--- src/rtl/mem_port_arbiter.sv ---
// -----------------------------------------------------------------------------
// mem_port_arbiter
//
// Shares a single-port, synchronous-read dram between the Core instruction
// port (IM_*) and data port (DM_*). Accesses are serialised as a fixed
// IDLE -> ACCESS -> RESP sequence, and the losing or waiting port is held off
// with its stall output. The data port has fixed priority. A streak counter
// caps how many DM grants can be taken back to back while a fetch is
// waiting, so instruction fetch always makes progress.
//
// Ports
//   CLK, RST              clock; synchronous active-low reset
//   IM_req/IM_addr        fetch request, held stable until not stalled
//   IM_rdata/IM_stall     fetched word / fetch stall
//   DM_req/DM_WEN/
//   DM_addr/DM_wdata      data request (1 = write), held stable until done
//   DM_rdata/DM_stall     read word / data stall
//   MEM_addr/MEM_WEN/
//   MEM_wdata/MEM_rdata   dram interface; MEM_rdata is valid one cycle after
//                         the address is presented
// -----------------------------------------------------------------------------
module mem_port_arbiter #(
    parameter int DATA_WIDTH    = 32,
    parameter int ADDR_WIDTH    = 16,
    parameter int MAX_DM_STREAK = 4
) (
    input  logic                  CLK,
    input  logic                  RST,
    input  logic                  IM_req,
    input  logic [31:0]           IM_addr,
    output logic [DATA_WIDTH-1:0] IM_rdata,
    output logic                  IM_stall,
    input  logic                  DM_req,
    input  logic                  DM_WEN,
    input  logic [31:0]           DM_addr,
    input  logic [DATA_WIDTH-1:0] DM_wdata,
    output logic [DATA_WIDTH-1:0] DM_rdata,
    output logic                  DM_stall,
    output logic [ADDR_WIDTH-1:0] MEM_addr,
    output logic                  MEM_WEN,
    output logic [DATA_WIDTH-1:0] MEM_wdata,
    input  logic [DATA_WIDTH-1:0] MEM_rdata
);

    typedef enum logic [1:0] {
        IDLE   = 2'd0,
        ACCESS = 2'd1,
        RESP   = 2'd2
    } state_t;

    state_t                  state;
    state_t                  next_state;
    logic                    sel;       // 0 = IM owns the current access, 1 = DM
    logic [3:0]              streak;    // DM grants taken while a fetch waited
    logic                    wr_q;      // current DM access is a write
    logic [DATA_WIDTH-1:0]   im_q;
    logic [DATA_WIDTH-1:0]   dm_q;

    logic any_req;
    logic streak_full;
    logic dm_wins;
    logic im_resp;
    logic dm_resp;

    assign any_req     = IM_req | DM_req;
    assign streak_full = (streak == 4'(MAX_DM_STREAK));
    // DM keeps priority until it has starved a waiting fetch for the limit.
    assign dm_wins     = DM_req & ~(IM_req & streak_full);
    assign im_resp     = (state == RESP) & ~sel;
    assign dm_resp     = (state == RESP) &  sel;

    // Only the low ADDR_WIDTH address bits reach the dram.
    logic unused_addr_bits;
    assign unused_addr_bits = ^{IM_addr[31:ADDR_WIDTH], DM_addr[31:ADDR_WIDTH]};

    // -------------------------------------------------------------------------
    // State register
    // -------------------------------------------------------------------------
    // NOTE: clocked state uses non-blocking assignments so every register
    // samples the values from before the edge, independent of block ordering.
    always_ff @(posedge CLK) begin
        if (!RST) begin
            state <= IDLE;
        end else begin
            state <= next_state;
        end
    end

    // -------------------------------------------------------------------------
    // Next-state logic
    // -------------------------------------------------------------------------
    // NOTE: next_state gets a default before the case, so no path can leave it
    // unassigned and infer a latch.
    always_comb begin
        next_state = state;
        unique case (state)
            IDLE:    if (any_req) next_state = ACCESS;
            ACCESS:  next_state = RESP;
            RESP:    next_state = IDLE;
            default: next_state = IDLE;
        endcase
    end

    // -------------------------------------------------------------------------
    // Outputs
    // -------------------------------------------------------------------------
    always_comb begin
        // sel is stable from ACCESS through RESP, so the address naturally
        // holds its ACCESS value during RESP.
        MEM_addr  = sel ? DM_addr[ADDR_WIDTH-1:0] : IM_addr[ADDR_WIDTH-1:0];
        MEM_wdata = DM_wdata;
        MEM_WEN   = RST & (state == ACCESS) & sel & DM_WEN;

        IM_stall  = RST & IM_req & ~im_resp;
        DM_stall  = RST & DM_req & ~dm_resp;

        // Fresh data is forwarded in RESP; otherwise the last word is held.
        IM_rdata  = im_resp ? MEM_rdata : im_q;
        DM_rdata  = (dm_resp & ~wr_q) ? MEM_rdata : dm_q;
    end

    // -------------------------------------------------------------------------
    // Grant, streak and read-data holding registers
    // -------------------------------------------------------------------------
    always_ff @(posedge CLK) begin
        if (!RST) begin
            sel    <= 1'b0;
            streak <= 4'd0;
            wr_q   <= 1'b0;
            im_q   <= '0;
            dm_q   <= '0;
        end else begin
            if (state == IDLE && any_req) begin
                sel <= dm_wins;
                if (dm_wins && IM_req) begin
                    streak <= streak_full ? streak : streak + 4'd1;
                end else begin
                    streak <= 4'd0;
                end
            end
            if (state == ACCESS) begin
                wr_q <= sel & DM_WEN;
            end
            if (im_resp) begin
                im_q <= MEM_rdata;
            end
            if (dm_resp && !wr_q) begin
                dm_q <= MEM_rdata;
            end
        end
    end

endmodule

--- config.mk ---
export PLATFORM = sky130hd
export DESIGN_NAME = mem_port_arbiter
export DESIGN_NICKNAME = d
export VERILOG_FILES = /design/src/rtl/mem_port_arbiter.sv
export SDC_FILE = /design/constraint.sdc
export NUM_CORES = 1
export LEC_CHECK = 0
export CAP_MARGIN = 20
export CORE_ASPECT_RATIO = 1.4
export CORE_MARGIN = 1
export CORE_UTILIZATION = 37
export DETAILED_ROUTE_END_ITERATION = 6
export MAX_ROUTING_LAYER = met4
export PLACE_DENSITY = 0.9
export SETUP_SLACK_MARGIN = 0.4
export SYNTH_ARGS = -nofsm -noshare
export SYNTH_HDL_FRONTEND = slang
export SYNTH_SLANG_ARGS = --single-unit
--- constraint.sdc ---
create_clock -name CLK -period 2.7 [get_ports CLK]
set_input_delay 0.54 -clock CLK [delete_from_list [all_inputs] [get_ports CLK]]
set_output_delay 0.54 -clock CLK [all_outputs]
set_load 0.05 [all_outputs]
==> results.cfg <==
[setup_path]
critPathMaxFanout = 5
worstPathRequired_ns = 2.16
path_class = reg -> out
start_kind = flip-flop
arrival_ns = 1.86
cp-end-kind = primary output

[timing]
rsz0062_at_grt = yes
final-hold-violation-count = 0
timing.hold.ws_ns = 0.517
period_share_pct = 88.8
setup_tns_ns = 0
maxSlewHeadroom_pct = 60.2
setup_viol = 0
worst_slew_pin_slew_ns = 0.590
clock.fmax_ghz = 0.417
slew_violations = 0
period_needed_ns = 2.40
clock_skew_ns = 0.00608

[drt]
via_per_inst = 4.98
firstDrtPassIters = 4
totalWireLength_um = 11100
num_vias = 2761
drcViolationCount = 0
drtAntennaViolNets = 0
drt_iter0_drc = 113
wl_per_cell_um = 20.0

[synth]
synthCells = 305
synth-xor-area-share_pct = 0
syn_nets = 440
synth_area_per_cell_um2 = 11.0
muxShareOfSynthArea_pct = 27.0
synthFlopType = dfxtp_1
yosysMostFrequentCell = dfxtp_1
synth_cell_types = 32
yosysWarnings = 0
ys_seq_area_share_pct = 43.0
syn_area_um2 = 3350
synthTopCellsByArea = dfxtp_1, mux2_2, and2_1, buf_4, mux2_1
synth-adder-area-share_pct = 0.746
synth_top_family_by_area = multiplexers
yosys-top-cells-count = dfxtp_1, mux2_2, and2_1, buf_4, mux2_1
yosysTopAreaCell = dfxtp_1
synth_edf_count = 0
yosys.area_share.simple_pct = 16.7
synth_compound_area_share_pct = 1.98
ys_ff_latch = 72
yosys.area.top_type_share_pct = 43.0
async_flop_share_pct = 0

[global_routing]
antenna_found_initial = 1
grt_max_degree = 63
grt-ovfl-total = 0
first_global_vias = 2901
grt_pass1_wl_um = 15000
track_usage_pct = 23.2

[clocking]
hold_buffers = 0
numCtsBuffers = 9
cts_buffer_depth = 2
cts_tree = built
clkTransAtPathRegs_ns = 0.06
cts-root-buf = clkbuf_16
clock_latency_ns = 0.33
clock-sinks = 72
h-tree-depth = 3

[power_and_ir_drop]
ir_drop_v = 0.000352
p_leak_nw = 2.49
p_per_area_nw_per_um2 = 525

[floorplan]
initial_core_util_pct = 38.5
die-area_um2 = 9450
fp.dieH_um = 115
io-pin-count = 248
rows = 40
die_x_um = 82.5
core-area_um2 = 8710

[layout]
finalNetCount = 578
drive_gt1_share_pct = 46.7
area_growth_pct = 73.4
fill_cells = 625
multi_input_area_um2 = 1780
register_area_um2 = 1450

[hold_path]
min_path_type = reg -> reg

[place]
port_buffers = 151
routabilityCongestion = 0.907
detailedPlacementHpwl_um = 6610

[status]
status = finished clean

[run]
max-cap-violations = 0
==> state kept, by name, indices dropped and copies added, names as in the netlist <==
signal and flops:
sel 1, state 2, dm_q 32, wr_q 1
streak 4, im_q 32
==> critical path, cell delays in order (launching register included) <==
cell,delay [ns]
dfxtp_4,0.35
buf_6,0.13
nor3b_4,0.21
buf_6,0.18
clkbuf_16,0.16
mux2_4,0.33
buf_8,0.16
==> cells in the final DEF, fill, tap and decap left out, drive strengths merged <==
| cell | Yosys | final |
|---|---|---|
| a31oi | 1 | 1 |
| a32oi | 1 | 1 |
| a21oi | 2 | 2 |
| clkbuf | 7 | 14 |
| and3 | 2 | 2 |
| clkdlybuf4s50 | 0 | 67 |
| nand3b | 2 | 2 |
| and3b | 1 | 1 |
| nand2 | 5 | 5 |
| nor2 | 6 | 6 |
| and2 | 65 | 65 |
| mux2 | 80 | 80 |
| clkinv | 0 | 3 |
| nor2b | 1 | 1 |
| nand2b | 1 | 1 |
| nor3b | 1 | 1 |
| nor4b | 1 | 1 |
| ha | 2 | 2 |
| a311oi | 1 | 1 |
| o211ai | 1 | 1 |
| buf | 41 | 105 |
| bufinv | 0 | 1 |
| nand3 | 2 | 2 |
| nor3 | 1 | 1 |
| o21ai | 3 | 3 |
| nand4 | 1 | 1 |
| dfxtp | 72 | 72 |
| a32o | 1 | 1 |
| diode | 0 | 1 |
| inv | 3 | 4 |
| nor4 | 1 | 1 |
==> final timing paths <==
check                           from            to  slack, ns  cells past startpoint
worst max-delay path             sel  IM_rdata[25]       0.30                      6
worst min-delay path            wr_q          wr_q       0.52                      2
worst max register to register   sel      im_q[25]       0.94                      7
worst min register to register  wr_q          wr_q       0.52                      2
==> area by class of cell <==
| type | count | share of cell area, % |
|---|---|---|
| repair buffers | 175 | 36.6 |
| multi-input cells | 182 | 30.7 |
| flip-flops and latches | 72 | 24.9 |
| clock buffers | 11 | 4.35 |
| well taps | 105 | 2.26 |
| clock inverters | 5 | 0.925 |
| inverters | 3 | 0.194 |
| diodes | 1 | 0.0430 |
==> power by group <==
part           leakage [nW]  switching [W]  total (W)  internal [W]
clock                 0.156       0.000439    0.00120      0.000763
combinational          1.75       0.000391   0.000749      0.000357
sequential            0.584      0.0000124    0.00110       0.00109
total                  2.49       0.000842    0.00305       0.00221
==> per-stage QoR <==
step / instance area (um2) / power, W / util (%) / setup WS (ns) / instances
2_1_floorplan: 3350 / 0.00163 / - / 0.546 / 305
3_3_place_gp: 4540 / 0.00172 / 52.1 / 0.402 / 518
3_5_place_dp: 4540 / 0.00173 / 52.1 / 0.395 / 518
4_1_cts: 5530 / 0.00302 / 63.5 / 0.281 / 548
5_1_grt: 5810 / 0.00317 / 66.8 / 0.241 / 554
6_report: 5810 / 0.00305 / 66.8 / 0.301 / 554
==> cell families (layout without fill, tap and decap cells) <==
kind of cell | after synthesis | count (layout)
and+or+nand+nor | 90 | 90
muxes | 80 | 80
other | 0 | 1
AOI/OAI and AO/OA | 10 | 10
buffers and inverters | 51 | 194
DFF | 72 | 72
adders and majority gates | 2 | 2
==> metal layers <==
metal | up-vias | share of wire (%) | global-route usage [%]
met1 | 1320 | 34 | 19.9
met4 | 0 | 2.9 | 13.2
met2 | 138 | 53 | 39.8
met3 | 24 | 10 | 11.5
li1 | 1279 | - | -
met5 | - | 0 | -
==> repair_timing <==
item | in CTS | in global routing
resized for setup | 143 | 51
cloned | 4 | 3
buffers inserted | 10 | 2
pin swaps | 2 | 2
endpoints found under the hold margin | 0 | 0
endpoints found under the setup margin | 70 | 64
Power figures use the tool's default switching activity.
